`src/rtl/if_id_buf.sv`:
```
// Fetch-to-decode FIFO of {pc, inst} pairs; first-word fall-through, one-cycle push-to-decode latency.
// Backpressure: fetch_ready_o depends only on registered fullness; flush and reset empty the buffer.
module if_id_buf #(
   parameter int                ADDR_W      = 32,
   parameter int                INST_W      = 32,
   parameter int                DEPTH       = 4,
   parameter logic [INST_W-1:0] BUBBLE_INST = '0
) (
   input  logic                         clk,
   input  logic                         rst,
   input  logic                         fetch_valid_i,
   input  logic [ADDR_W-1:0]            fetch_pc_i,
   input  logic [INST_W-1:0]            fetch_inst_i,
   output logic                         fetch_ready_o,
   input  logic                         flush_i,
   output logic                         dec_valid_o,
   output logic [ADDR_W-1:0]            dec_pc_o,
   output logic [INST_W-1:0]            dec_inst_o,
   input  logic                         dec_ready_i,
   output logic [$clog2(DEPTH+1)-1:0]   count_o,
   output logic                         empty_o,
   output logic                         full_o
);

   localparam int PTR_W = $clog2(DEPTH);
   localparam int CNT_W = $clog2(DEPTH+1);

   typedef struct packed {
      logic [ADDR_W-1:0] pc;
      logic [INST_W-1:0] inst;
   } entry_t;

   entry_t            mem [DEPTH];
   entry_t            head;
   logic [PTR_W-1:0]  wr_ptr;
   logic [PTR_W-1:0]  rd_ptr;
   logic [CNT_W-1:0]  count;
   logic [ADDR_W-1:0] pc_hold;
   logic              push;
   logic              pop;

   assign count_o       = count;
   assign empty_o       = (count == '0);
   assign full_o        = (count == CNT_W'(DEPTH));
   assign fetch_ready_o = !full_o;
   assign dec_valid_o   = !empty_o;

   assign push = fetch_valid_i & fetch_ready_o;
   assign pop  = dec_valid_o & dec_ready_i;

   assign head       = mem[rd_ptr];
   assign dec_pc_o   = dec_valid_o ? head.pc : pc_hold;
   assign dec_inst_o = dec_valid_o ? head.inst : BUBBLE_INST;

   always_ff @(posedge clk or posedge rst) begin
      if (rst) begin
         wr_ptr  <= '0;
         rd_ptr  <= '0;
         count   <= '0;
         pc_hold <= '0;
      end else if (flush_i) begin
         wr_ptr  <= '0;
         rd_ptr  <= '0;
         count   <= '0;
         pc_hold <= dec_pc_o;
      end else begin
         if (push) wr_ptr <= wr_ptr + 1'b1;
         if (pop)  rd_ptr <= rd_ptr + 1'b1;
         case ({push, pop})
            2'b10:   count <= count + 1'b1;
            2'b01:   count <= count - 1'b1;
            default: count <= count;
         endcase
         // Remember the pc shown to decode so it stays put once the buffer drains.
         pc_hold <= dec_pc_o;
      end
   end

   always_ff @(posedge clk) begin
      if (push && !flush_i) begin
         mem[wr_ptr].pc   <= fetch_pc_i;
         mem[wr_ptr].inst <= fetch_inst_i;
      end
   end

endmodule

```
`config.mk`:
```
export PLATFORM = sky130hd
export DESIGN_NAME = if_id_buf
export DESIGN_NICKNAME = d
export VERILOG_FILES = /design/src/rtl/if_id_buf.sv
export SDC_FILE = /design/constraint.sdc
export NUM_CORES = 1
export LEC_CHECK = 0
export ABC_AREA = 1
export BUFFER_PORTS_ARGS = -buffer_cell sky130_fd_sc_hd__buf_4
export CAP_MARGIN = 40
export CORE_MARGIN = 1
export CORE_UTILIZATION = 25
export CTS_CLUSTER_SIZE = 8
export DETAILED_ROUTE_END_ITERATION = 12
export SKIP_LAST_GASP = 1
export SYNTH_ARGS = -nofsm -noshare
export SYNTH_HDL_FRONTEND = slang
export SYNTH_SLANG_ARGS = --single-unit
```
`constraint.sdc`:
```
create_clock -name clk -period 5.5 [get_ports clk]
set_clock_uncertainty 0.1 [all_clocks]
set_input_delay 1.1 -clock clk [delete_from_list [all_inputs] [get_ports clk]]
set_output_delay 1.1 -clock clk [all_outputs]
set_load 0.01 [all_outputs]
```
==> summary.txt, run 1 <==
RSZ-0062 raised after global routing: no
Crit path DAT: 3.04 ns
Post-synth top cells: nor2_1, edfxtp_1, o21ai_0, dfrtp_1, a21oi_1
Cell area after layout: 14,300 µm²
Placed Area: 13,100 µm²
Vias per cell: 4.23
DRT antenna net count: 0
Required @ worst endpoint: 4.30 ns
Layout cells sized above 1: 20.4%
Largest cells by area after synthesis: edfxtp_1, nor2_1, dfrtp_1, o21ai_0, a31oi_1
Pwr dens: 527 nW/µm²
Vias in the first global route: 7,081
Period Utilization, post-route: 77.0%
Post-CTS setup buffer count: 0
Setup TNS: 0 ns
Later-pin clock latency in the skew report: 0.55 ns
Most common cell in the netlist: nor2_1
Setup Viol. Count Final: 0
Worst setup EP type: output pin
Final nets: 1,110
Post-route worst setup slack: 1.26 ns
Hold depth: 2
Core box area: 44,400 µm²
Share of the synthesized area in the top cell type: 67.8%
Leakage power: 5.14 nW
DRT iter0 DRCs: 369
Num ports: 140
Max IR drop VDD: 0.354 mV
Hold-fix buffers at CTS: 0
CTS root buffer: clkbuf_16
H-tree depth: 2
Starting Density: 25.5%
GRT Util Overall: 11.6%
Num CTS Buffers: 43
Synth Cell Area: 11,300 µm²
Wire per inst: 16.0 µm
CTS tree: done
Row Count: 77
Worst min-delay path category: flop to flop
Largest net degree at the start of global routing: 76
Ys Warns: 0
Top FF cell, synth: edfxtp_1
Clk slew on worst S/H paths: 0.06 ns
Worst Max-Slew Pin Slew: 0.842 ns
Max Cap Violations: 0
Cts repair resizes: 0
Max Clock Freq: 236 MHz
R2R Setup Slk: 2.96 ns
Initial antenna violation count: 1
Yosys top cell by area: edfxtp_1
Worst reg-to-reg path cell count: 7
M3 GR Usage: 2.90%
Die Y: 215 µm
Hpwl dp: 15.8 mm
Clock Tree Buf Depth: 3
Detailed Routing Iterations Pass 1: 5
Via count: 7,040
Layout area overhead: 26.5%
Port Buffers: 139
GRT overflow: 0
Slew Viols, Final: 0
Final GP Congestion: 0.691
GRT met2 Usage: 19.4%
Avg Inst Size Synth: 12.8 µm²
Yosys cell types: 23
Worst Path Class, Setup: flop to output pin
FFs w/ async S/R, synth: 13.2%
Total wire length: 26.7 mm
Routing usage on met1: 14.4%
Fin crit period: 4.24 ns
Post-Place Setup Slack: 1.77 ns
FILL cells: 4,395
Cells after synthesis: 887
Die Area: 46,200 µm²
GRT busiest layer: met2
Final Hold Violating Endpoints: 0
Yosys reg bits: 295
Remaining routing DRC violations: 0
Status: finished, final reports clean
Number of enable flip-flop cells after synthesis: 256
CP Launch Type: flop
Seq/Total Area, Yosys: 76.5%
Horiz. Die Dim: 215 µm
First-pass GRT wire length: 41.0 mm
Worst-path fanout max: 72
Clock Sinks: 295
Post-Syn Nets: 961
Max transition margin: 43.9%
cell families after synthesis:
| family | count (synthesis) | synth area share, % |
|---|---|---|
| AOI/OAI and AO/OA | 198 | 9.10 |
| adders and majority gates | 5 | 0.618 |
| and+or+nand+nor | 319 | 10.7 |
| DFF | 295 | 76.5 |
| buffers and inverters | 69 | 3.00 |
| xor gates and xnor gates | 1 | 0.0773 |
where the power goes:
part | leakage (nW) | switching [mW] | internal (mW)
clock | 0.609 | 0.931 | 1.54
sequential | 2.77 | 0.116 | 2.69
combinational | 1.77 | 1.39 | 0.895
total | 5.14 | 2.43 | 5.12
per-layer routing:
| metal | wire (µm) | up-vias |
|---|---|---|
| li1 | - | 3445 |
| met1 | 12100 | 3382 |
| met2 | 12600 | 169 |
| met3 | 1390 | 42 |
| met4 | 565 | 2 |
| met5 | 10 | - |
layout by cell type (no fill, tap or decap), types with 16 or more instances in the layout:
cell and instances:
edfxtp_1 256, o21ai_0 126, nor2_1 288, a31oi_1 32
clkbuf_16 43, a21oi_1 35, clkbuf_1 31, buf_4 152
dfrtp_1 37, nand2_1 16
critical path, stage by stage, from the launching register on:
cell	delay, ns
dfrtp_4	0.84
buf_4	0.72
nor2_1	0.11
nor2_1	0.10
o21ai_0	0.11
a31oi_1	0.33
buf_4	0.19
cell type report:
cell class	count	area [µm²]	area share, %
sequential	295	8670	60.5
clock inverter	4	56.3	0.393
antenna	1	2.50	0.0175
multi-input combinational	523	2360	16.5
inverter	17	66.3	0.463
tap	592	741	5.17
clock buffer	76	1220	8.51
timing repair buffer	156	1220	8.52
metrics by stage:
| step | total power, mW | instances | hold slack [ns] | util [%] |
|---|---|---|---|---|
| after global placement | 5.14 | 1579 | 0.442 | 29.2 |
| after CTS | 7.70 | 1663 | 0.453 | 32.3 |
| after global routing | 8.00 | 1663 | 0.479 | 32.3 |
| final | 7.55 | 1664 | 0.447 | 32.3 |
| after floorplan | 4.11 | 887 | 0.463 | - |
| after detailed placement | 5.18 | 1583 | 0.444 | 29.4 |
final timing paths:
path,startpoint,to
hold reg to reg,pc_hold[6]$_DFF_PP0_,pc_hold[6]$_DFF_PP0_
setup / recovery,rd_ptr[0]$_DFFE_PP0P_,dec_pc_o[31]
hold / removal,pc_hold[6]$_DFF_PP0_,pc_hold[6]$_DFF_PP0_
max in group asynchronous,rst,rd_ptr[0]$_DFFE_PP0P_
min in group asynchronous,rst,pc_hold[1]$_DFF_PP0_
setup reg to reg,count_o[0]$_DFFE_PP0P_,mem[0][2]$_DFFE_PP_
flip-flops by register name, indices dropped and copies added (netlist names):
register	flops
mem	256
pc_hold	32
count_o	3
rd_ptr	2
wr_ptr	2
Power figures use the tool's default switching activity.
==> inputs of run 2 (changes only) <==
clock period = 4 ns   (was 5.5 ns; I/O delays follow)
==> summary.txt, run 2 (synthesized netlist as in run 1, its figures left out) <==
Largest register by flop count: mem
Cell area after layout: 14,400 µm²
GRT Util Overall: 11.6%
Core box area: 44,400 µm²
GRT overflow: 0
Die Area: 46,200 µm²
Worst min-delay path category: primary input to asynchronous set/reset pin
Pwr dens: 726 nW/µm²
Max transition margin: 52.7%
Critical Path Start: rd_ptr[0]$_DFFE_PP0P_
Clock Tree Buf Depth: 3
Total power: 10.4 mW
Slew Viols, Final: 0
Final GP Congestion: 0.714
Period Utilization, post-route: 89.6%
Remaining routing DRC violations: 0
R2R Path Start: count_o[0]$_DFFE_PP0P_
CP Launch Type: flop
Clock Sinks: 295
Worst setup EP type: output pin
Setup Viol. Count Final: 0
Required @ worst endpoint: 3.10 ns
Initial antenna violation count: 2
Num ports: 140
Vias per cell: 4.31
Reg area: 8670 µm²
H-tree depth: 2
Port Buffers: 139
DRT antenna net count: 0
Placed Area: 13,100 µm²
Row Count: 77
Largest net degree at the start of global routing: 96
Most frequent cells in the layout: nor2_1, edfxtp_1, buf_4, o21ai_0, clkbuf_16
Hold-fix buffers at CTS: 0
Hpwl dp: 15.1 mm
FILL cells: 4,416
Num CTS Buffers: 43
Wire per inst: 16.1 µm
Later-pin clock latency in the skew report: 0.55 ns
CTS root buffer: clkbuf_16
Leakage power: 5.14 nW
Setup TNS: 0 ns
Starting Density: 25.5%
Horiz. Die Dim: 215 µm
Commonest non-fill, non-tap cell in the layout: nor2_1
Multi-input logic area: 2360 µm²
Die Y: 215 µm
Crit path DAT: 2.68 ns
Max Cap Violations: 0
Via count: 7,171
Fin crit period: 3.58 ns
Detailed Routing Iterations Pass 1: 5
Worst Max-Slew Pin Slew: 0.710 ns
First-pass GRT wire length: 41.4 mm
CTS tree: done
Final Hold Violating Endpoints: 0
Cts repair resizes: 0
Max Clock Freq: 279 MHz
Status: finished, final reports clean
Post-CTS setup buffer count: 0
Worst-path fanout max: 60
DRT iter0 DRCs: 492
Layout cells sized above 1: 20.4%
Clk slew on worst S/H paths: 0.05 ns
Max IR drop VDD: 0.473 mV
Largest register FFs: 256
Total wire length: 26.8 mm
Vias in the first global route: 7,108
RSZ-0062 raised after global routing: no
Final nets: 1,109
Layout area overhead: 26.7%
Worst Path Class, Setup: flop to output pin
==> run 2: cell count changes in the layout (fill, tap and decap cells not counted) <==
cell,delta
inv_6,-2
buf_12,+2
clkbuf_16,+1
buf_4,-3
clkinv_2,+1
bufinv_16,-1
clkinv_8,+1
==> run 2: worst max-delay path: stages, from the launching register on <==
cell	delay, ns
dfrtp_4	0.68
buf_4	0.59
nor2_1	0.12
nor2_1	0.11
o21ai_0	0.10
a31oi_1	0.32
buf_4	0.19
==> run 2: through the flow <==
stage	std cells	hold WS (ns)	setup slack, ns	util, %
4_1_cts	1662	0.177	0.300	32.3
5_1_grt	1663	0.215	0.169	32.3
3_3_place_gp	1581	0.443	0.892	29.4
6_report	1663	0.211	0.417	32.3
3_5_place_dp	1582	0.445	0.899	29.4
2_1_floorplan	887	0.463	-0.324	-
==> run 2: final cells by class <==
class                      count  area share, %
tap                          592           5.16
clock inverter                 3          0.209
inverter                      17          0.462
clock buffer                  77           8.67
antenna                        1         0.0174
multi-input combinational    523           16.4
sequential                   295           60.4
timing repair buffer         155           8.63
==> run 2: worst paths after layout <==
check	end	cells past startpoint	slack, ns
max in group asynchronous	rd_ptr[0]$_DFFE_PP0P_	3	3.04
min in group clk	mem[1][29]$_DFFE_PP_	1	0.35
hold / removal	pc_hold[1]$_DFF_PP0_	2	0.21
setup reg to reg	mem[3][62]$_DFFE_PP_	7	1.70
setup / recovery	dec_pc_o[4]	6	0.42
hold reg to reg	pc_hold[1]$_DFF_PP0_	2	0.45
==> run 2: report_power, final <==
| part | switching (mW) | internal (mW) | leakage [nW] |
|---|---|---|---|
| registers | 0.132 | 3.69 | 2.77 |
| clock network | 1.28 | 2.09 | 0.609 |
| logic | 1.97 | 1.25 | 1.77 |
==> run 2: metal layers <==
layer | up-vias | global-route usage, % | part of all wire [%] | routed length (µm)
met5 | - | 0 | 0.030 | 8
met4 | 2 | 4.29 | 2.1 | 574
met3 | 43 | 2.96 | 5.7 | 1540
met2 | 200 | 19.2 | 48 | 13000
met1 | 3485 | 14.6 | 44 | 11700
li1 | 3441 | - | - | -
